File: src/rtl/seq_divider.sv
// Multi-cycle non-restoring integer divider producing {remainder, quotient}.
// One quotient bit per clock, then a restore step and a sign-fixup step.
module seq_divider #(
  parameter int WIDTH  = 32,
  parameter bit SIGNED = 1'b1
) (
  input  logic               clock,
  input  logic               clear,
  input  logic               start,
  input  logic [WIDTH-1:0]   dividend,
  input  logic [WIDTH-1:0]   divisor,
  output logic               busy,
  output logic               done,
  output logic               div_by_zero,
  output logic [2*WIDTH-1:0] result
);

  localparam int CW = $clog2(WIDTH + 1);

  typedef enum logic [1:0] {IDLE, ITER, FIX, SIGN} state_t;

  state_t           state;
  logic [WIDTH:0]   rem;
  logic [WIDTH-1:0] quo;
  logic [WIDTH:0]   dmag;
  logic [CW-1:0]    count;
  logic             sign_q;
  logic             sign_r;
  logic             zero_div;

  logic             neg_a;
  logic             neg_b;
  logic [WIDTH-1:0] mag_a;
  logic [WIDTH-1:0] mag_b;
  logic [WIDTH:0]   rem_sh;
  logic [WIDTH:0]   rem_step;

  // The most negative operand negates to itself, which read unsigned is 2^(WIDTH-1).
  assign neg_a = SIGNED ? dividend[WIDTH-1] : 1'b0;
  assign neg_b = SIGNED ? divisor[WIDTH-1]  : 1'b0;
  assign mag_a = neg_a ? -dividend : dividend;
  assign mag_b = neg_b ? -divisor  : divisor;

  // The new partial remainder is the restoring trial value, so its sign gives the quotient bit.
  assign rem_sh   = {rem[WIDTH-1:0], quo[WIDTH-1]};
  assign rem_step = rem[WIDTH] ? (rem_sh + dmag) : (rem_sh - dmag);

  always_ff @(posedge clock) begin
    if (clear) begin
      state       <= IDLE;
      busy        <= 1'b0;
      done        <= 1'b0;
      div_by_zero <= 1'b0;
      result      <= '0;
      count       <= '0;
      rem         <= '0;
      quo         <= '0;
      dmag        <= '0;
      sign_q      <= 1'b0;
      sign_r      <= 1'b0;
      zero_div    <= 1'b0;
    end else begin
      done <= 1'b0;
      case (state)
        IDLE: begin
          if (start) begin
            sign_q      <= neg_a ^ neg_b;
            sign_r      <= neg_a;
            zero_div    <= (divisor == '0);
            // A zero divisor reports the raw dividend, so park it in the quotient register.
            quo         <= (divisor == '0) ? dividend : mag_a;
            dmag        <= {1'b0, mag_b};
            rem         <= '0;
            count       <= '0;
            busy        <= 1'b1;
            div_by_zero <= 1'b0;
            state       <= ITER;
          end
        end
        ITER: begin
          if (zero_div) begin
            result      <= {quo, {WIDTH{1'b1}}};
            div_by_zero <= 1'b1;
            done        <= 1'b1;
            busy        <= 1'b0;
            state       <= IDLE;
          end else begin
            rem   <= rem_step;
            quo   <= {quo[WIDTH-2:0], ~rem_step[WIDTH]};
            count <= count + CW'(1);
            if (count == CW'(WIDTH - 1)) state <= FIX;
          end
        end
        FIX: begin
          if (rem[WIDTH]) rem <= rem + dmag;
          state <= SIGN;
        end
        SIGN: begin
          result <= {(sign_r ? -rem[WIDTH-1:0] : rem[WIDTH-1:0]),
                     (sign_q ? -quo : quo)};
          done   <= 1'b1;
          busy   <= 1'b0;
          state  <= IDLE;
        end
        default: state <= IDLE;
      endcase
    end
  end

endmodule

File: config.mk
export PLATFORM = sky130hd
export DESIGN_NAME = seq_divider
export DESIGN_NICKNAME = d
export VERILOG_FILES = /design/src/rtl/seq_divider.sv
export SDC_FILE = /design/constraint.sdc
export NUM_CORES = 1
export LEC_CHECK = 0
export ABC_CLOCK_PERIOD_IN_PS = 8400
export BUFFER_PORTS_ARGS = -buffer_cell sky130_fd_sc_hd__clkbuf_2
export CAP_MARGIN = 20
export CORE_MARGIN = 4
export CORE_UTILIZATION = 66
export DETAILED_ROUTE_END_ITERATION = 10
export PLACE_DENSITY = 0.91
export RECOVER_POWER = 25
export SLEW_MARGIN = 20
export SYNTH_ARGS = -nofsm -noshare
export SYNTH_HDL_FRONTEND = slang
export SYNTH_SLANG_ARGS = --single-unit
File: constraint.sdc
create_clock -name clock -period 8.4 [get_ports clock]
set_input_delay 0.84 -clock clock [delete_from_list [all_inputs] [get_ports clock]]
set_output_delay 0.84 -clock clock [all_outputs]
set_load 0.005 [all_outputs]
Word-level counts from Yosys, hierarchy flattened
Cells that the tools add are included.

cells by class
  $add $sub $neg = 8
  equality and inequality tests = 9
  multiplexer cells = 30
  bitwise logic cells = 2
  reduce and logical (&&, ||, !) cells = 14

operators by type and width
  kind                                                  number
  2-to-1 mux 32 bit                                     7
  2-to-1 mux 33 bit                                     4
  negator 32 bit                                        4
  case mux 64 bit (2 select lines)                      1
  case mux 33 bit (3 select lines)                      1
  adder 33 x 32 -> 33 bit                               2
  2-to-1 mux 64 bit                                     1
  case mux 32 bit (2 select lines)                      1
  subtractor 33 x 32 -> 33 bit                          1
  logical NOT 32 bit                                    1
  2-to-1 mux 6 bit                                      2
  case mux 6 bit (2 select lines)                       1
  AND reduction 3 bit                                   4
  inequality test 2 bit (second input constant)         4
  case mux 2 bit (4 select lines)                       1
  adder 6 x 1 -> 6 bit (second input constant)          1
  equality test 6 x 5 -> 1 bit (second input constant)  1
  2-to-1 mux 2 bit                                      3
  AND reduction 2 bit                                   3
  nonzero test 3 bit                                    2
  2-to-1 mux 1 bit                                      5
  equality test 2 bit (second input constant)           2
  case mux 1 bit (2 select lines)                       2
  AND reduction 4 bit                                   1
  7 further kinds                                       8

word-level totals
  flip-flop bits (word level) = 175
  input bits = 67
  logic and storage cells = 76

Longest topological paths before layout
  word-level depth = 5
  gate-level depth with buffers = 18
  mapped depth without buffers = 18

Worst setup path after synthesis
OpenSTA, ideal clock, no wires.

  path kind = reg-to-reg
  from = reg dmag[3]
  to = reg quo[0]
  setup time = 0.132 ns
  arrival time = 3.887 ns
  path slack = 4.381 ns
  cell stages (with the launch flop) = 18
  path buffers = 0
  period minus slack after synthesis = 4.019 ns
  cell sequence = dfxtp_1 -> or4_1 -> nand2b_1 -> nor2_1 -> nand2_1 -> nor2_1 -> a21oi_1 -> xor2_1 -> ha_1 -> a21o_1 -> nor2_1 -> o21ai_0 -> o41a_1 -> a41o_1 -> a211oi_1 -> xnor2_1 -> a21o_1 -> a21oi_1

between the ends
  longest elaborated chain between the ends = 5
  elaborated cells between the ends (all ways) = 6
  classes of those cells = add/sub (2); mux (3); bitwise (1)

RTL lines
  what                                                                            line  text
  from (decl)                                                                     25    logic [WIDTH:0] dmag;
  from (signal assigned)                                                          72    dmag <= {1'b0, mag_b};
  subtractor 33 x 32 -> 33 bit / adder 33 x 32 -> 33 bit (equally long branches)  46    assign rem_step = rem[WIDTH] ? (rem_sh + dmag) : (rem_sh - dmag);
  2-to-1 mux 33 bit (*)                                                           46
  NOT 1 bit (*)                                                                   89    quo <= {quo[WIDTH-2:0], ~rem_step[WIDTH]};
  2-to-1 mux 32 bit (*)                                                           81    if (zero_div) begin
  case mux 32 bit (2 select lines) (*)                                            64    case (state)
  to (signal assigned)                                                            71    quo <= (divisor == '0) ? dividend : mag_a;
  to (signal assigned)                                                            89
  to (decl)                                                                       24    logic [WIDTH-1:0] quo;

Mark *: on every way between the ends. The rest lies on a longest branch, timed or not. The select of a mux whose other input is x is not followed.
A chain may end at the register's enable or synchronous reset.

Worst setup path in the final report
Ends and elaborated chain as after synthesis.

==> implementation parameters <==
Parameter                              Value

Outcome
  Result of the run ... finished, final reports clean

Run
  Maxcap violations ... 0

Critical path
  CP peak stage delay ... 0.57 ns
  Family with the most delay on the worst path ... compound AO/OA/AOI/OAI gates
  Number of cell instances on the worst register-to-register path ... 17
  Max Fanout on Critical Path ... 8
  Critical path data arrival time ... 5.05 ns
  CP cell instances ... or4_1 > nand2b_1 > nor2_1 > nand2_1 > nor2_1 > a21oi_1 > xor2_1 > ha_1 > a21o_1 > nor2_1 > o21ai_0 > o41a_1 > a41o_1 > a211oi_1 > xnor2_1 > a21o_1 > a21oi_1
  Critical Path Source Type ... register
  Critical path buffer and inverter count ... 0
  Reg-to-reg startpoint ... dmag[3]
  Data required time at the worst endpoint ... 8.68 ns
  Minimum setup slack among reg-to-reg paths ... 3.63 ns
  Startpoint-to-endpoint class of the critical path ... reg2reg
  Reg-to-reg critical path endpoint ... quo[0]
  Logic depth of the worst path, buffers included ... 17
  CP most frequent cell ... sky130_fd_sc_hd__nor2_1
  Slowest cell on the critical path ... sky130_fd_sc_hd__or4_1
  Worst setup EP type ... register

Floorplanning
  Initial standard-cell utilization of the core ... 67.9%
  Die H ... 150 µm
  X dimension of the die ... 150 µm
  Number of top-level design ports ... 134
  Die ar. ... 22600 µm²
  Total core area ... 19700 µm²
  Site row count ... 51

Synth
  Post-Syn Area per Cell ... 7.48 µm²
  Net count after synthesis ... 1932
  Top FF cell, synth ... sky130_fd_sc_hd__dfxtp_1
  Number of register bits inferred by synthesis ... 175
  Number of enable flip-flop cells after synthesis ... 0
  Post-synthesis sequential area ratio ... 26.3%
  Count of unique library cells instantiated by Yosys ... 70
  Number of standard cells after synthesis ... 1785
  Syn. warnings ... 0
  Synth async-reset ratio ... 0%
  Cell area after technology mapping ... 13300 µm²

GRT
  Global-route wire length before repair ... 63100 µm
  Maximum number of pins on one net before global-route repair ... 84
  Initial antenna violation count ... 0
  Gr usage total ... 34.5%
  Number of global-route vias before repair ... 12400
  Remaining Overflow, GRT ... 0

Placed design
  Placer congestion estimate ... 0.956
  Detailed placement HPWL ... 29600 µm
  Worst setup slack before clock tree synthesis ... 3.74 ns
  Quantity of I/O buffers inserted on ports ... 133

Route
  Final routed DRC violation total ... 0
  DR vias/cell ... 6.50
  Number of DRC violations after detailed-routing iteration 0 ... 1587
  Total via count after detailed routing ... 13800
  Average detailed-routed wire length per instance ... 18.8 µm
  Routed wire length ... 39800 µm
  Antenna-violating nets left ... 0
  Number of search-and-repair iterations in the first detailed-routing pass ... 5

Clock network
  Clock sink count ... 175
  Root buffer cell ... sky130_fd_sc_hd__clkbuf_16
  CTS HTree Levels ... 4
  Worst-skew pair later-pin latency ... 0.44 ns
  TritonCTS clock tree ... yes
  Cts repair resizes ... 0
  Count of buffers added by post-CTS timing repair for setup ... 0
  Num CTS Buffers ... 17
  Hold-fix buffer count after cts ... 0
  Clock-pin slew on the worst setup and hold paths ... 0.08 ns
  Max clock buf depth ... 2

Pwr
  Leakage power figure ... 5.93 nW
  Power dissipated by switching net loads ... 1.42 mW
  Share of total power in the clock network ... 25.5%
  Logic pwr share ... 42.3%
  Switching Share ... 43.3%
  Sequential cell fraction of total power ... 32.3%
  Power density normalized to cell area ... 225 nW/µm²
  Design internal power ... 1.87 mW
  Worst vdd ir ... 164 µV

Timing
  Total negative setup slack ... 0 ns
  Part of the cycle the worst path needs ... 56.8%
  Final number of max-transition violations ... 0
  Time the worst path needs with I/O delays and setup ... 4.77 ns
  Final Hold Fails ... 0
  Setup-violating endpoint count in the final report ... 0
  Worst slew margin relative to its limit ... 30.5%
  Setup repair after global routing missed its margin ... no
  Smallest setup slack after layout ... 3.63 ns
  Timing-limited maximum frequency ... 210 MHz
  Layout Skew ... 0.0146 ns
  Worst slew pin tran ... 1.04 ns

Layout
  Share of final-layout standard cells stronger than drive strength 1 ... 9.70%
  Fillcell total ... 1563
  Multi-input gate area ... 9350 µm²
  Final Core Density ... 74.5%
  Most common library cell in the layout ignoring fill and taps ... sky130_fd_sc_hd__nor2_1
  # nets final ... 1990
  Area added between synthesis and finish ... 9.76%
  Area occupied by registers ... 3500 µm²
  Final antenna diode count ... 0
  Most frequent cells in the layout ... sky130_fd_sc_hd__nor2_1 (210), sky130_fd_sc_hd__nand2_1 (203), sky130_fd_sc_hd__dfxtp_1 (174)

Min path
  Worst hold path class ... reg2reg
  End point of the worst hold path ... result[52]
  Start point of the worst hold path ... result[52]
  Hold Path Stages ... 2
==> flip-flops by register name (all words and copies together) (netlist names), named ones only <==
register / count
busy: 1
rem: 33
zero_div: 1
sign_r: 1
dmag: 32
count: 6
state: 1
sign_q: 1
quo: 32
done: 1
result: 64
div_by_zero: 1
==> metrics by stage <==
stage	area [µm²]	cells	power [mW]	hold slack, ns
floorplan	13300	1785	2.08	0.458
global placement	14100	2089	2.39	0.469
detailed placement	14100	2089	2.43	0.484
CTS	14700	2121	3.26	0.501
global route	14600	2121	3.49	0.517
finish	14600	2121	3.29	0.497
==> power groups by stage <==
| stage | Combinational [mW] | Sequential (mW) | Clock, mW |
|---|---|---|---|
| final | 1.39 | 1.06 | 0.837 |
| after global routing | 1.54 | 1.07 | 0.875 |
| after CTS | 1.37 | 1.06 | 0.838 |
| after detailed placement | 1.35 | 1.07 | 0 |
| after global placement | 1.33 | 1.07 | 0 |
| after floorplan | 1.07 | 1.01 | 0 |
==> worst min-delay path: cells and delay by family, from the launching register on <==
| kind | cells | cell delay, ns |
|---|---|---|
| AND/OR/NAND/NOR | 1 | 0.07 |
| AO/OA/AOI/OAI | 1 | 0.06 |
| flip-flops | 1 | 0.33 |
==> synth_stat cells (all sizes together) (11+ instances only) <==
library cell,number,area share [%]
nor4,14,0.75
nand4,22,1.0
a21o,30,1.7
o211ai,11,0.62
or4,20,1.3
o41ai,17,1.2
xor2,140,9.2
a21oi,156,5.9
ha,78,7.3
or3,18,0.89
o21ai,118,4.4
dfxtp,175,26
o221ai,11,0.72
inv,34,0.96
o31ai,39,2.2
a22oi,12,0.68
nor2b,15,0.70
a31oi,18,0.84
a211oi,85,4.8
nor2,213,6.0
nand3,22,0.83
nand2,203,5.7
nand2b,16,0.75
nor3,37,1.4
clkbuf,97,2.7
xnor2,67,4.4
==> kinds of logic after synthesis <==
group           Yosys count  synth area share, %
compound gates          570                 27.5
xor+xnor                207                 13.6
fa+ha+maj                80                 7.61
buf+inv                 139                 3.92
flops                   175                 26.3
mux                       5                0.384
simple gates            609                 20.8
==> per-layer routing <==
layer,vias to the layer above,part of all wire (%),GRT usage [%]
met3,104,8.5,5.45
li1,6588,-,-
met4,0,3.3,12.9
met1,6470,42,46.3
met2,631,47,56.2
met5,-,0,0
==> how the worst max path moves through the flow <==
stage / start / to / slack, ns
6_report: dmag[3] / quo[0] / 3.63
5_1_grt: dmag[3] / rem[32] / 3.24
4_1_cts: dmag[3] / quo[0] / 3.69
3_5_place_dp: dmag[3] / quo[0] / 3.74
3_3_place_gp: dmag[3] / quo[0] / 3.85
2_1_floorplan: dmag[3] / quo[0] / 4.38
==> cell type report <==
type / count / area share [%]
multi-input cells: 1471 / 63.8
flip-flops and latches: 175 / 23.9
repair buffers: 143 / 4.87
clock buffers: 18 / 2.93
well taps: 265 / 2.26
clock inverters: 14 / 1.31
inverters: 35 / 0.897
Note: power is estimated with default switching activity, not from simulation.
